===== src/rtl/blocks_pkg.sv =====
// rtl/blocks_pkg.sv - shared constants and helpers for the Blocks game datapath
package blocks_pkg;

  localparam int LFSR_W = 16;
  // Fibonacci taps 16,14,13,11 expressed as bit positions 15,13,12,10
  localparam logic [LFSR_W-1:0] LFSR_TAPS = 16'hB400;
  localparam int SCORE_W = 16;
  localparam int ONEHOT_W = 32;

  // One-hot decode of a lane index; callers cast down to their lane count
  function automatic logic [ONEHOT_W-1:0] onehot(input logic [4:0] idx);
    logic [ONEHOT_W-1:0] v;
    v = '0;
    v[idx] = 1'b1;
    return v;
  endfunction

endpackage


===== src/rtl/lfsr16.sv =====
// rtl/lfsr16.sv - 16-bit Fibonacci LFSR that advances on request and never holds zero
module lfsr16
  import blocks_pkg::*;
(
  input  logic              clk,
  input  logic              rst,
  input  logic              adv,
  input  logic [LFSR_W-1:0] seed,
  output logic [LFSR_W-1:0] q
);

  logic [LFSR_W-1:0] seed_nz;
  logic              fb;

  // An all-zero seed would lock the register, so substitute 1
  assign seed_nz = (seed == '0) ? 16'h0001 : seed;
  assign fb      = ^(q & LFSR_TAPS);

  // Shift left, feedback into bit 0, only when the caller steps
  always_ff @(posedge clk) begin
    if (rst) begin
      q <= seed_nz;
    end else if (adv) begin
      q <= {q[LFSR_W-2:0], fb};
    end
  end

endmodule


===== src/rtl/block_row_scroller.sv =====
// rtl/block_row_scroller.sv - falling-block frame generator with hit detection and score
module block_row_scroller
  import blocks_pkg::*;
#(
  parameter int          LANES = 4,
  parameter int          ROWS  = 8,
  parameter int          CNT_W = 32,
  parameter logic [15:0] SEED  = 16'hACE1
)
(
  input  logic                     clk,
  input  logic                     rst,
  input  logic                     en,
  input  logic [CNT_W-1:0]         period,
  input  logic                     hit_valid,
  input  logic [$clog2(LANES)-1:0] hit_lane,
  output logic [ROWS*LANES-1:0]    frame,
  output logic                     step,
  output logic                     miss,
  output logic                     hit_ok,
  output logic [SCORE_W-1:0]       score
);

  localparam int LW  = $clog2(LANES);
  localparam int FW  = ROWS * LANES;
  localparam int BOT = (ROWS - 1) * LANES;

  logic [CNT_W-1:0]  counter;
  logic [LFSR_W-1:0] lfsr_q;
  logic              lfsr_unused;
  logic              do_step;
  logic              hit_fire;
  logic [LANES-1:0]  bottom;
  logic [LANES-1:0]  hit_mask;
  logic [LANES-1:0]  bottom_left;
  logic [LANES-1:0]  new_row;
  logic [FW-1:0]     frame_hit;

  lfsr16 u_lfsr (
    .clk  (clk),
    .rst  (rst),
    .adv  (do_step),
    .seed (SEED),
    .q    (lfsr_q)
  );

  // Only the low lane-select bits of the LFSR pick the new block
  assign lfsr_unused = ^lfsr_q[LFSR_W-1:LW];

  // >= so that shrinking period below the running count steps right away
  assign do_step     = en && (counter >= period);
  assign bottom      = frame[BOT +: LANES];
  assign hit_fire    = en && hit_valid && (int'(hit_lane) < LANES) && bottom[hit_lane];
  assign hit_mask    = hit_fire ? LANES'(onehot(5'(hit_lane))) : '0;
  assign bottom_left = bottom & ~hit_mask;
  assign new_row     = LANES'(onehot(5'(lfsr_q[LW-1:0])));

  // Frame with the player's hit applied to the bottom row, before any shift
  always_comb begin
    frame_hit = frame;
    frame_hit[BOT +: LANES] = bottom_left;
  end

  // Period counter, frame shift, pulses and saturating score
  always_ff @(posedge clk) begin
    if (rst) begin
      counter <= '0;
      frame   <= '0;
      step    <= 1'b0;
      miss    <= 1'b0;
      hit_ok  <= 1'b0;
      score   <= '0;
    end else begin
      step   <= 1'b0;
      miss   <= 1'b0;
      hit_ok <= 1'b0;
      if (en) begin
        if (hit_fire) begin
          hit_ok <= 1'b1;
          if (score != '1) begin
            score <= score + 1'b1;
          end
        end
        if (do_step) begin
          counter <= '0;
          step    <= 1'b1;
          // A block the player cleared this cycle does not count as a miss
          miss    <= |bottom_left;
          frame   <= {frame_hit[BOT-1:0], new_row};
        end else begin
          counter <= counter + 1'b1;
          frame   <= frame_hit;
        end
      end
    end
  end

endmodule

===== config.mk =====
export PLATFORM = sky130hd
export DESIGN_NAME = block_row_scroller
export DESIGN_NICKNAME = d
export VERILOG_FILES = /design/src/rtl/blocks_pkg.sv /design/src/rtl/lfsr16.sv /design/src/rtl/block_row_scroller.sv
export SDC_FILE = /design/constraint.sdc
export NUM_CORES = 1
export LEC_CHECK = 0
export ABC_AREA = 1
export ABC_CLOCK_PERIOD_IN_PS = 2000
export CORE_MARGIN = 2
export CORE_UTILIZATION = 44
export CTS_CLUSTER_DIAMETER = 80
export DETAILED_ROUTE_END_ITERATION = 6
export GPL_TIMING_DRIVEN = 1
export PLACE_DENSITY = 0.67
export SYNTH_ARGS = -nofsm -noshare
export SYNTH_HDL_FRONTEND = slang
export SYNTH_SLANG_ARGS = --single-unit

===== constraint.sdc =====
create_clock -name clk -period 2 [get_ports clk]
set_input_delay 0.3 -clock clk [delete_from_list [all_inputs] [get_ports clk]]
set_output_delay 0.3 -clock clk [all_outputs]
set_load 0.005 [all_outputs]

# After elaboration in Yosys (flattened, before gate mapping)
# Cells that the tools add are included.
# classes
order_cmp,6
n_addsub,2
n_bitwise,4
n_reduce_logical,11
eq_ne,1
muxes,11
# ops
op,count
$mux 32,2
$add 32x1->32 const B,1
$ge 32x32->1,1
$add 16x1->16 const B,1
$ne 16x16->1 const B,1
$reduce_xor 16->1,1
$lt 2x6->1 const B,2
$logic_and 1x1->1,5
$mux 1,5
$and 4x4->4,1
$demux 1 s2,2
$ge 2x1->1 const B,2
$mux 4,1
$not 4->4,1
$reduce_or 4->1,1
$lt 2x3->1 const B,1
$reduce_and 3->1,1
$reduce_or 3->1,1
$bmux 1 s2,1
$not 1->1,2
$reduce_and 2->1,1
$reduce_or 2->1,1
# totals
output_inout_bits,51
elab_cells,43
reg_bits,99
in_bits,38

# Longest topological paths before layout
# depth
ltp_word,8
depth_mapped,18
mapped_depth_nobuf,17

# By module
# Synthesis repeated with hierarchy kept, for this count alone.
# hier_totals
cells_unflattened,813
hier_area_um2,5606.6
# modules_own_cells
mod,n_inst,area_per_inst_um2,cells_per_inst
block_row_scroller,1,4794.6,715
lfsr16,1,812.0,98

# Least setup slack after synthesis
# Ideal clock, no wire load.
# synth_path
kind,register to register
from,register counter[5]
to,register frame[28]
t_arrival_ns,1.790
setup_ns,0.070
path_stages_with_launch,17
slack_ns,0.140
cell_sequence,dfxtp_1 > ha_1 > nand2_1 > nand2_1 > nand2_1 > nand2_1 > nor2_1 > nand2_1 > nand2_1 > nand2_1 > nand2_2 > nand2_2 > nand2_2 > buf_6 > buf_4 > nand2_1 > a21oi_1
# synth_between
elab_chain_cells,3
# synth_rtl
element,line,rtl
from (decl),block_row_scroller.sv:28,logic [CNT_W-1:0] counter;
from (signal assigned),block_row_scroller.sv:91,counter <= counter + 1'b1;
$ge 32x32->1,block_row_scroller.sv:51,assign do_step = en && (counter >= period);
$logic_and 1x1->1,block_row_scroller.sv:51,
$mux 32,block_row_scroller.sv:84,if (do_step) begin
to (signal assigned),block_row_scroller.sv:89,"frame <= {frame_hit[BOT-1:0], new_row};"
to (signal assigned),block_row_scroller.sv:92,frame <= frame_hit;
to (decl),block_row_scroller.sv:17,"output logic [ROWS*LANES-1:0] frame,"
# Every way passes these cells.
# A chain may end at the register's enable or synchronous reset.

# Worst setup path after layout
# layout_path
from,register counter[1]
to,register u_lfsr.q[4]
# layout_between
elab_chain_cells,2
# layout_rtl
element,line,rtl
$ge 32x32->1,block_row_scroller.sv:51,
$logic_and 1x1->1,block_row_scroller.sv:51,
to (signal assigned),lfsr16.sv:22,q <= seed_nz;
to (signal assigned),lfsr16.sv:24,"q <= {q[LFSR_W-2:0], fb};"
to (decl),lfsr16.sv:9,output logic [LFSR_W-1:0] q
# Every way passes these cells.

==> flow_metrics.env <==
export IMPL_postSynthAreaPerCell_um2=6.891
export IMPL_numCtsBuffers=9
export IMPL_leakage_uw=0.003703
export IMPL_routedWlPerCell_um=13.98
export IMPL_vdd_drop_max_mv=0.3508
export IMPL_io_pins=89
export IMPL_die_x_um=115.0
export IMPL_place_ws_ps=-491.5
export IMPL_cts_sinks=99
export IMPL_cts_tree="done"
export IMPL_via_per_inst=5.131
export IMPL_holdWs_ps=444.4
export IMPL_start_util_pct=45.09
export IMPL_muxShareOfSynthArea_pct=0
export IMPL_drc=0
export IMPL_cts_hold_buf=0
export IMPL_synthAdderAreaFrac_pct=7.854
export IMPL_io_buffers=88
export IMPL_detail_route_antenna_nets=0
export IMPL_arrival_ps=2230
export IMPL_syn_inst=786
export IMPL_grt_max_degree=23
export IMPL_cts_root_buffer="clkbuf_16"
export IMPL_cap_violations=0
export IMPL_dp_hpwl_um=10220
export IMPL_fillCellCount=990
export IMPL_synth_compound_area_share_pct=7.253
export IMPL_grt_pass1_wl_um=24140
export IMPL_drtIter0Drc=223
export IMPL_n_antenna_cell=0
export IMPL_clk_pin_slew_ps=70
export IMPL_wirelength_um=15320
export IMPL_syn_area_um2=5416
export IMPL_hold_viol=0
export IMPL_grtUsageTotal_pct=22.62
export IMPL_critPathCaptureType="flip-flop"
export IMPL_clockBufferDepth=2
export IMPL_synthSimpleGateAreaFrac_pct=35.60
export IMPL_hp_class="flip-flop to flip-flop"
export IMPL_status="completed"
export IMPL_placedCellCount=1059
export IMPL_core_area_um2=12010
export IMPL_drv_slew=0
export IMPL_min_period_over_period_pct=99.21
export IMPL_die_y_um=115.0
export IMPL_crit_type="flip-flop to flip-flop"
export IMPL_crit_fanout=7
export IMPL_ys_ff_latch=99
export IMPL_gp_congestion=0.8712
export IMPL_grt_setup_unrepaired="true"
export IMPL_finalCriticalPeriod_ps=1984
export IMPL_dieArea_um2=13210
export IMPL_nets=1016
export IMPL_setup_viol=0
export IMPL_fin_ws_ps=15.85
export IMPL_stdcell_count=1096
export IMPL_setup_tns_ps=0
export IMPL_slew_headroom_pct=65.32
export IMPL_startpoint_type="flip-flop"
export IMPL_antenna_found_initial=0
export IMPL_clock_fmax_mhz=504.0
export IMPL_pwr_density_cell_nw_per_um2=490.3
export IMPL_drt_pre_antenna_iters=5
export IMPL_ys_types=36
export IMPL_synth_xor_area_share_pct=3.719
export IMPL_layout_drive_gt1_share_pct=26.13
export IMPL_grt_pass1_vias=5347
export IMPL_clk_latency_ps=360
export IMPL_ys_warnings_count=0
export IMPL_syn_num_nets=858
export IMPL_syn_to_final_growth_pct=50.91
export IMPL_synth_top_family_by_area="simple AND/OR/NAND/NOR gates"
export IMPL_skew_ps=9.722
export IMPL_synth_seq_area_share_pct=36.59
export IMPL_grt_overflow_total=0
export IMPL_via_count=5624
export IMPL_crit_required_ps=2250
export IMPL_rows=40
export IMPL_worst_pin_slew_ps=519.7
export IMPL_htree_levels=3
## synthesized netlist by cell type, drive strengths merged
cell	number	area, um^2
inv	92	345.3
dfxtp	99	1982
a21oi	42	217.7
nand3b	4	30.03
o21bai	1	7.510
o2111ai	1	15.01
nor3b	1	7.510
nand2	233	902.1
a31oi	1	6.260
nand4	12	75.07
or2	1	6.260
o21ai	21	105.1
o21a	2	15.01
nand3	85	435.4
nor2	94	411.6
xor2	14	122.6
ha	34	425.4
nor3	11	60.06
clkbuf	6	22.52
buf	19	118.9
o22ai	3	18.77
xnor2	9	78.83
a21o	1	7.510
## metrics by stage
step                total power [uW]  area, um^2  utilization [%]
floorplan                       2135        5416                -
global route                    4142        8174            68.05
detailed placement              2266        6863            57.14
global placement                2256        6863            57.14
CTS                             3986        7606            63.32
finish                          4008        8174            68.05
## layer usage
metal	vias to the layer above	global-route usage [%]	wire [um]
met5	-	0	0
met4	0	8.755	343
met1	2615	27.21	6529
met2	145	40.20	7727
met3	30	3.901	720
li1	2834	-	-
## state kept, by name, indices dropped and copies added, names as in the netlist
register / flops
score: 16
counter: 32
step: 1
hit_ok: 1
miss: 1
u_lfsr.q: 16
frame: 32
## cell usage in the layout (no fill, tap or decap), types with 8 or more instances in the layout
cell type and instances:
a21oi_1 29, a21oi_2 12, buf_4 65, clkbuf_16 12
clkdlybuf4s50_1 63, dfxtp_1 91, dlygate4sd2_1 9, dlymetal6s2s_1 16
ha_4 26, inv_1 66, inv_2 26, nand2_1 193
nand2_2 32, nand3_1 80, nand4_1 12, nor2_1 72
nor2_2 13, nor2_4 8, nor3_1 8, o21ai_0 14
xnor2_1 9, xor2_1 14
## layout make-up
| cell class | count | area, um^2 | area share (%) |
|---|---|---|---|
| timing repair buffer | 172 | 1827 | 22.35 |
| inverter | 92 | 345.3 | 4.225 |
| clock buffer | 9 | 225.2 | 2.755 |
| clock inverter | 7 | 70.07 | 0.8572 |
| sequential | 99 | 1994 | 24.40 |
| multi-input combinational | 570 | 3528 | 43.17 |
| tap | 147 | 183.9 | 2.250 |
## timing repair
action                                  in CTS  in global routing
resized for setup                           55                127
cloned                                       7                  3
endpoints found under the setup margin      75                 78
buffers inserted                             7                  6
pin swaps                                   32                 54
## cells by family (layout without fill, tap and decap cells)
| family | count (synthesis) | after routing |
|---|---|---|
| buf+inv | 117 | 280 |
| xor+xnor | 23 | 23 |
| fa+ha+maj | 34 | 34 |
| flops | 99 | 99 |
| compound gates | 72 | 72 |
| simple gates | 441 | 441 |
## critical path, cell delays in order (launching register included)
cell and delay [ps]:
dfxtp_2 350, ha_4 260, nand2_1 40, nand2_1 60, nand2_1 60, nand2_1 70, nand2_1 70, nand2_2 90
nand2_2 60, nand2_2 90, nand2_2 80, nand2_4 90, nand2_4 70, buf_12 170, clkbuf_16 160, nand3_1 90
nand2_2 70
## power by group
| part | internal, uW | switching, uW | leakage, uW | total [uW] |
|---|---|---|---|---|
| logic | 154 | 162 | 0.00276 | 316 |
| clock network | 876 | 837 | 0.000141 | 1710 |
| registers | 1970 | 5.17 | 0.000802 | 1980 |
| total | 3000 | 1000 | 0.00370 | 4010 |
## path summary, 6_finish.rpt
kind,start,end,slack (ps),cells past startpoint
max,counter[1],u_lfsr.q[4],20,16
min reg2reg,u_lfsr.q[2],u_lfsr.q[3],440,2
max reg2reg,counter[1],u_lfsr.q[4],20,16
min,u_lfsr.q[2],u_lfsr.q[3],440,2
Note: power is estimated with default switching activity, not from simulation.
